$ cat src/rtl/mux5_sel_sequencer_pkg.sv
// mux5_pkg: shared constants, state encoding and the expected-bit helper
// for the 5:1 mux select sequencer.
//   N_CH      number of mux channels (fixed at 5)
//   SEL_W     select width
//   LAST_SEL  final select value of a frame
//   CNT_W     dwell counter width
package mux5_pkg;

    localparam int                N_CH     = 5;
    localparam int                SEL_W    = 3;
    localparam logic [SEL_W-1:0]  LAST_SEL = 3'd4;
    localparam int                CNT_W    = 4;

    typedef enum logic [1:0] {
        IDLE    = 2'd0,
        SETTLE  = 2'd1,
        PRESENT = 2'd2
    } state_e;

    // Bit of the driven word that the mux should return for select s.
    // Selects 5..7 are never driven; they map to 0.
    function automatic logic sel_bit(input logic [N_CH-1:0] w,
                                     input logic [SEL_W-1:0] s);
        logic b;
        case (s)
            3'd0:    b = w[0];
            3'd1:    b = w[1];
            3'd2:    b = w[2];
            3'd3:    b = w[3];
            3'd4:    b = w[4];
            default: b = 1'b0;
        endcase
        return b;
    endfunction

endpackage

$ cat src/rtl/mux5_sel_sequencer_if.sv
// mux5_sel_sequencer_if: bundles the load port, the mux drive/return path,
// the serial output stream and status flags.
//   master : the sequencer (drives load_ready, mux_i/mux_s, ser_*, busy, err)
//   slave  : the environment (drives load_valid/data, mux_y, ser_ready)
import mux5_pkg::*;

interface mux5_sel_sequencer_if;
    logic                  load_valid;
    logic                  load_ready;
    logic [N_CH-1:0]       load_data;
    logic [N_CH-1:0]       mux_i;
    logic [SEL_W-1:0]      mux_s;
    logic                  mux_y;
    logic                  ser_valid;
    logic                  ser_ready;
    logic                  ser_bit;
    logic                  ser_last;
    logic                  busy;
    logic                  err;

    modport master (
        input  load_valid, load_data, mux_y, ser_ready,
        output load_ready, mux_i, mux_s, ser_valid, ser_bit, ser_last, busy, err
    );

    modport slave (
        output load_valid, load_data, mux_y, ser_ready,
        input  load_ready, mux_i, mux_s, ser_valid, ser_bit, ser_last, busy, err
    );
endinterface

$ cat src/rtl/mux5_dwell_timer.sv
// mux5_dwell_timer: loadable 4-bit down-counter with a zero flag.
// Counts down by one per cycle and parks at zero.
//   clk, rst  clock and synchronous active-high reset
//   load      load load_val this cycle (wins over counting)
//   load_val  value to load
//   zero      counter currently at zero
import mux5_pkg::*;

module mux5_dwell_timer (
    input  logic             clk,
    input  logic             rst,
    input  logic             load,
    input  logic [CNT_W-1:0] load_val,
    output logic             zero
);
    logic [CNT_W-1:0] cnt;

    always_ff @(posedge clk) begin
        if (rst)
            cnt <= '0;
        else if (load)
            cnt <= load_val;
        else if (cnt != '0)
            cnt <= cnt - 1'b1;
    end

    assign zero = (cnt == '0);
endmodule

$ cat src/rtl/mux5_sel_sequencer.sv
// mux5_sel_sequencer: drives a 5-bit word onto a 5:1 mux, walks the select
// through 0..4 holding each for DWELL cycles, samples the mux output and
// streams the samples out LSB-index first over valid/ready. err is a sticky
// flag raised when a sample disagrees with the driven bit.
//   clk, rst  clock and synchronous active-high reset
//   bus       mux5_sel_sequencer_if.master (load, mux, serial and status)
//   DWELL     settle cycles per select, 1..15
import mux5_pkg::*;

module mux5_sel_sequencer #(
    parameter int DWELL = 1
) (
    input  logic                  clk,
    input  logic                  rst,
    mux5_sel_sequencer_if.master  bus
);
    localparam logic [CNT_W-1:0] DWELL_LD = CNT_W'(DWELL - 1);

    state_e state;
    logic   tmr_load;
    logic   tmr_zero;
    logic   exp_bit;

    // load_ready is the only combinational output; a word is never taken
    // while a frame runs, so there is no accept overlap.
    assign bus.load_ready = (state == IDLE);

    // Reload the dwell on accept and on every non-final handshake.
    assign tmr_load = ((state == IDLE) && bus.load_valid) ||
                      ((state == PRESENT) && bus.ser_ready && !bus.ser_last);

    assign exp_bit = sel_bit(bus.mux_i, bus.mux_s);

    mux5_dwell_timer u_timer (
        .clk      (clk),
        .rst      (rst),
        .load     (tmr_load),
        .load_val (DWELL_LD),
        .zero     (tmr_zero)
    );

    always_ff @(posedge clk) begin
        if (rst) begin
            state         <= IDLE;
            bus.mux_i     <= '0;
            bus.mux_s     <= '0;
            bus.ser_valid <= 1'b0;
            bus.ser_bit   <= 1'b0;
            bus.ser_last  <= 1'b0;
            bus.busy      <= 1'b0;
            bus.err       <= 1'b0;
        end else begin
            case (state)
                IDLE: begin
                    if (bus.load_valid) begin
                        bus.mux_i <= bus.load_data;
                        bus.mux_s <= '0;
                        bus.busy  <= 1'b1;
                        bus.err   <= 1'b0;
                        state     <= SETTLE;
                    end
                end
                SETTLE: begin
                    if (tmr_zero) begin
                        bus.ser_bit   <= bus.mux_y;
                        bus.ser_valid <= 1'b1;
                        bus.ser_last  <= (bus.mux_s == LAST_SEL);
                        bus.err       <= bus.err | (bus.mux_y != exp_bit);
                        state         <= PRESENT;
                    end
                end
                PRESENT: begin
                    // ser_valid is always high here, so ready alone completes
                    // the handshake; otherwise everything holds.
                    if (bus.ser_ready) begin
                        bus.ser_valid <= 1'b0;
                        if (bus.ser_last) begin
                            bus.mux_s <= '0;
                            bus.busy  <= 1'b0;
                            state     <= IDLE;
                        end else begin
                            bus.mux_s <= bus.mux_s + 1'b1;
                            state     <= SETTLE;
                        end
                    end
                end
                default: state <= IDLE;
            endcase
        end
    end
endmodule

$ cat src/flat_wrapper.sv
// flat-port wrapper written by rule: the top's interface ports become plain ports
module mux5_sel_sequencer_flat 
#(
    parameter int DWELL = 1
)
  (clk, rst, bus_load_valid, bus_load_data, bus_mux_y, bus_ser_ready, bus_load_ready, bus_mux_i, bus_mux_s, bus_ser_valid, bus_ser_bit, bus_ser_last, bus_busy, bus_err);
  mux5_sel_sequencer_if bus_i ();
  input  logic clk;
  input  logic rst;
  input wire logic [$bits(bus_i.load_valid)-1:0] bus_load_valid;
  input wire logic [$bits(bus_i.load_data)-1:0] bus_load_data;
  input wire logic [$bits(bus_i.mux_y)-1:0] bus_mux_y;
  input wire logic [$bits(bus_i.ser_ready)-1:0] bus_ser_ready;
  output wire logic [$bits(bus_i.load_ready)-1:0] bus_load_ready;
  output wire logic [$bits(bus_i.mux_i)-1:0] bus_mux_i;
  output wire logic [$bits(bus_i.mux_s)-1:0] bus_mux_s;
  output wire logic [$bits(bus_i.ser_valid)-1:0] bus_ser_valid;
  output wire logic [$bits(bus_i.ser_bit)-1:0] bus_ser_bit;
  output wire logic [$bits(bus_i.ser_last)-1:0] bus_ser_last;
  output wire logic [$bits(bus_i.busy)-1:0] bus_busy;
  output wire logic [$bits(bus_i.err)-1:0] bus_err;
  assign bus_i.load_valid = bus_load_valid;
  assign bus_i.load_data = bus_load_data;
  assign bus_i.mux_y = bus_mux_y;
  assign bus_i.ser_ready = bus_ser_ready;
  assign bus_load_ready = bus_i.load_ready;
  assign bus_mux_i = bus_i.mux_i;
  assign bus_mux_s = bus_i.mux_s;
  assign bus_ser_valid = bus_i.ser_valid;
  assign bus_ser_bit = bus_i.ser_bit;
  assign bus_ser_last = bus_i.ser_last;
  assign bus_busy = bus_i.busy;
  assign bus_err = bus_i.err;
  mux5_sel_sequencer #(.DWELL(DWELL)) u_core (.clk(clk), .rst(rst), .bus(bus_i));
endmodule
$ cat config.mk
export PLATFORM = sky130hd
export DESIGN_NAME = mux5_sel_sequencer_flat
export DESIGN_NICKNAME = d
export VERILOG_FILES = /design/src/rtl/mux5_sel_sequencer_pkg.sv /design/src/rtl/mux5_sel_sequencer_if.sv /design/src/rtl/mux5_dwell_timer.sv /design/src/rtl/mux5_sel_sequencer.sv /design/src/flat_wrapper.sv
export SDC_FILE = /design/constraint.sdc
export NUM_CORES = 1
export LEC_CHECK = 0
export CORE_MARGIN = 5
export CORE_UTILIZATION = 30
export CTS_BUF_LIST = sky130_fd_sc_hd__clkbuf_4 sky130_fd_sc_hd__clkbuf_8 sky130_fd_sc_hd__clkbuf_16
export CTS_CLUSTER_DIAMETER = 120
export DETAILED_ROUTE_END_ITERATION = 16
export DONT_BUFFER_PORTS = 1
export SLEW_MARGIN = 25
export SYNTH_ARGS = -nofsm -noshare
export SYNTH_HDL_FRONTEND = slang
export SYNTH_HIERARCHICAL = 1
export SYNTH_SLANG_ARGS = --single-unit
$ cat constraint.sdc
create_clock -name clk -period 1.6 [get_ports clk]
set_input_delay 0.32 -clock clk [delete_from_list [all_inputs] [get_ports clk]]
set_output_delay 0.32 -clock clk [all_outputs]
set_load 0.03 [all_outputs]
* Word level (Yosys, flattened, before mapping)
Index checks and enable logic that the tools add are counted.
Cells by class: add/subtract/negate cells 2, equality and inequality tests 11, muxes and demuxes 20, bitwise logic cells 1, reduce and logical (&&, ||, !) cells 20
Operators by type and width (count):
- AND reduction 3 bit | 4
- two-way mux 3 bit | 3
- two-way mux 1 bit | 8
- == test 3 x 2 -> 1 bit (second input constant) | 2
- two-way mux 2 bit | 3
- case mux 1 bit (2 select lines) | 3
- case mux 2 bit (3 select lines) | 1
- case mux 3 bit (2 select lines) | 1
- nonzero test 2 bit | 3
- case mux 1 bit (5 select lines) | 1
- logical NOT 4 bit | 1
- != test 2 x 1 -> 1 bit (second input constant) | 2
- != test 2 bit (second input constant) | 2
- AND reduction 2 bit | 2
- AND reduction 4 bit | 1
- nonzero test 4 bit | 1
- subtractor 4 x 1 -> 4 bit (second input constant) | 1
- adder 3 x 1 -> 3 bit (second input constant) | 1
- == test 3 x 1 -> 1 bit (second input constant) | 1
- == test 3 bit (second input constant) | 1
- logical AND 1 bit | 3
- logical NOT 3 bit | 1
- == test 2 x 1 -> 1 bit (second input constant) | 1
- == test 2 bit (second input constant) | 1
- 6 further kinds | 6
Storage, ports and cells: flip-flop bits (word level) 19, input port bits 10, logic and storage cells 63

* Logic depth before layout (Yosys ltp)
depth in word-level cells 6, mapped depth 7, gate-level depth less buffers 7

* Hierarchy
Netlist, hierarchy kept.
By module, submodules not included:
- mux5_sel_sequencer | instances 1, cells an instance 89, area each 774.5 µm², sequential area each 300.3 µm²
- mux5_dwell_timer | instances 1, cells an instance 24, area each 229.0 µm², sequential area each 80.1 µm²

* Worst setup path after synthesis
Ideal clock, no wire load.
path kind flip-flop to flip-flop, start reg u_core.bus.mux_s[0], end reg u_core.bus.err, arrival time 1634 ps, data required time 1485 ps, setup slack -149 ps, cell stages (with the launch flop) 7, path buffers 0, clock period less this slack 1749 ps, path through dfxtp_1 > inv_1 > ha_1 > a222oi_1 > o21ai_0 > xor2_1 > o21a_1
On the way: cells in the longest elaborated chain, start to end 6, elaborated cells on any way between the ends 10, classes of those cells 5 x eq/ne; 3 x mux; 1 x bitwise; 1 x reduce/logical
RTL lines:
- start, declared | RTL line mux5_sel_sequencer_if.sv:23 | output load_ready, mux_i, mux_s, ser_valid, ser_bit, ser_last, busy, err
- start signal, assigned | RTL line mux5_sel_sequencer.sv:82 | bus.mux_s <= bus.mux_s + 1'b1;
- == test 3 bit, or another cell as far along | RTL line mux5_sel_sequencer_pkg.sv:25 | case (s)
- case mux 1 bit (5 select lines) (*) | RTL line mux5_sel_sequencer_pkg.sv:25
- != test 1 bit (*) | RTL line mux5_sel_sequencer.sv:68 | bus.err <= bus.err | (bus.mux_y != exp_bit);
- OR 1 bit (*) | RTL line mux5_sel_sequencer.sv:68
- two-way mux 1 bit (*) | RTL line mux5_sel_sequencer.sv:64 | if (tmr_zero) begin
- case mux 1 bit (2 select lines) (*) | RTL line mux5_sel_sequencer.sv:53 | case (state)
- end signal, assigned | RTL line mux5_sel_sequencer.sv:68
- end, declared | RTL line mux5_sel_sequencer_if.sv:23
Mark *: on every way between the ends. The rest lies on a longest branch, timed or not. The select of a mux whose other input is x is not followed. A chain may end at the register's enable or synchronous reset.

* Final worst setup path
Ends and elaborated chain as after synthesis.

==> results.md <==
- Run status: finished, final reports clean
- Worst path slowest cell: dfxtp_4
- Final net count: 150
- Initial antenna violation count: 0
- Vias per cell: 4.56
- Per-cell routed wire length: 12.3 um
- R2R depth: 6
- Antenna cell count: 0
- Worst Path Max Fanout: 6
- Antenna-violating nets left: 0
- Clock sinks: 19
- Hold EP: u_core/bus.mux_s[1]$_SDFFE_PP0P_
- Skew final: 0.00231 ns
- Combinational fraction of design power: 44.2%
- Reg2reg start: u_core/bus.mux_s[0]$_SDFFE_PP0P_
- Buffers and inverters on the worst path: 1
- Post-synth EDFFs: 0
- I/O pins: 24
- TritonCTS clock tree: built
- Int Power: 1070 uW
- Core Util, Final: 36.9%
- Max Fclk: 668 MHz
- Hold path startpoint: rst
- Largest delay share family, worst path: compound AO/OA/AOI/OAI gates
- Fraction of registers with async set/reset: 0%
- Switch share: 38.0%
- Post-route insts no fill: 179
- Hold path depth: 1
- Clock Path Buffers: 2
- GPL Wtd Cong: 0.792
- Crit-path cells: inv_1 > ha_1 > a222oi_1 > o21ai_1 > xor2_1 > o21a_1
- Reg2reg end: u_core/bus.err$_SDFFE_PP0P_
- Clock root buffer: clkbuf_4
- CP Class: flip-flop to flip-flop
- Die Wd: 67.8 um
- Hold Crit Class: input pin to flip-flop
- Area grow syn2layout: 20.8%
- Max H-tree Level: 1
- Clk pwr share: 14.4%
- TritonCTS Buffers: 3
- Placed cells: 173
- GRT Total Usage: 10.6%
- Die H: 67.8 um
- Flops & latches, synth: 19
- Warnings from Yosys: 6
- Pre-CTS WS: 0.00343 ns
- Max-cap viol count: 0
- Seq/Total Area, Yosys: 37.9%
- Hold Vio Cnt, Final: 0
- Initial DRT Pass Iterations: 4
- Final WL: 2210 um
- Share of cells above drive strength 1: 28.6%
- Worst-path clk slew: 0.11 ns
- Fin crit share: 93.6%
- Maximum vdd ir drop: 0.622 mV
- Tot Pwr: 1730 uW
- Number of cell rows: 21
- Minimum clock period: 1.50 ns
- Final HPWL from detailed placement: 1770 um
- Post-Syn Instances: 113
- NetSw: 657 uW
- Worst Setup Start Kind: flip-flop
- Synthesized area: 0.00100 mm^2
- Leading cell type in the layout, fill and taps excluded: nand2_1
- Max-slew violation count: 0
- Part of the power in registers: 41.4%
- Clock Latency Late Sink: 0.30 ns
- Drt drc: 0
- Largest net degree at the start of global routing: 21
- Starting Density: 30.6%
- Setup ws final: 0.102 ns
- Die area: 0.00460 mm^2
- Final setup violation count: 0
- R2r setup slk: 0.10 ns
- First-pass GRT wire length: 3690 um
- Power per cell area: 1430 mW/mm^2
- LEAKAGE: 0.000481 uW
- Vias in the first global route: 856
- Req. time, crit path: 1.81 ns
- Stages on the worst setup path: 6
- IO buf count: 0
- Leading cell types in the layout, fill and taps excluded: nand2_1 (19), buf_4 (17), dfxtp_1 (16), a21oi_1 (11), nor2_1 (9)
- Endpoint class of the critical path: flip-flop
- Syn avg cell area: 8.88 um^2
- Yosys cell types: 38
- Vias post-DR: 817
- CP max stage delay: 0.39 ns
- Core Region: 0.00328 mm^2
- Remaining Overflow, GRT: 0
- Worst EP arrival: 1.71 ns
- Critical Path Start: u_core/bus.mux_s[0]$_SDFFE_PP0P_
- DR iter-0 viols: 33
- Top_reg_cell synth: dfxtp_1
## registers in the layout, summed over array words and instances, names as in the netlist, 2 cells and up
name / cells
u_core/bus.mux_i: 5
u_core/bus.mux_s: 3
u_core/state: 2
u_core/u_timer/cnt: 4
## stage by stage
step                setup TNS [ns]  area, um^2  hold slack (ns)
floorplan                        0        1020            0.388
finish                           0        1210           0.0696
detailed placement               0        1160            0.393
global route              -0.00387        1210           0.0414
global placement                 0        1160            0.390
CTS                              0        1180           0.0444
## area by class of cell
cell class	instances	area, um^2
Multi-Input combinational cell	88	594
Fill cell	361	2070
Inverter	5	18.8
Tap cell	46	57.6
Clock buffer	3	22.5
Timing Repair Buffer	17	128
Sequential cell	19	387
Clock inverter	1	5.00
## metal layers
layer	up-vias	routed length [um]	GRT usage (%)
li1	422	-	-
met1	382	1020	13.5
met2	13	1040	16.4
met3	0	149	2.63
met4	0	0	5.96
met5	-	0	0
## logic make-up after synthesis
family | after synthesis | share of synthesized area [%]
simple gates | 48 | 26.1
compound gates | 22 | 15.1
flops | 19 | 37.9
buf+inv | 9 | 5.24
fa+ha+maj | 6 | 7.48
mux | 5 | 5.24
xor+xnor | 3 | 2.62
other cells | 1 | 0.374
## cells in the mapped netlist, drive strengths merged (3+ instances only)
master	count	area (um^2)
a21oi	12	71.3
mux2i	3	30.0
nor2b	3	18.8
nor2	11	51.3
ha	6	75.1
nor3	5	30.0
inv	5	18.8
dfxtp	19	380
nand2	19	71.3
buf	3	30.0
## worst max path at each step
stage	to	slack (ns)
after floorplan	u_core/u_timer/cnt[3]$_SDFFE_PP0P_	0.02
after global placement	u_core/u_timer/cnt[2]$_SDFFE_PP0P_	0.06
after detailed placement	u_core/u_timer/cnt[2]$_SDFFE_PP0P_	0.003
after CTS	u_core/bus.ser_bit$_SDFFE_PP0P_	0.03
after global routing	u_core/bus.ser_bit$_SDFFE_PP0P_	-0.004
final	u_core/bus.err$_SDFFE_PP0P_	0.10
## power by group through the flow
stage / Combinational [uW] / Sequential (uW) / Clock [uW]
after floorplan: 542 / 710 / 0
after global placement: 663 / 722 / 0
after detailed placement: 693 / 725 / 0
after CTS: 697 / 713 / 269
after global routing: 857 / 735 / 283
final: 764 / 716 / 248
## worst register-to-register path, cell delays in order, from the launching register on
cell	delay, ns
dfxtp_4	0.39
inv_1	0.06
ha_1	0.23
a222oi_1	0.31
o21ai_1	0.11
xor2_1	0.15
o21a_1	0.16
## repair_timing
item                       in CTS  in global routing
setup endpoints to repair       2                  6
hold buffers                    0                  0
gates resized for setup         1                  6
setup buffers                   0                  2
pin swaps                       0                  4
No activity file was read; power rests on OpenSTA's default activity.
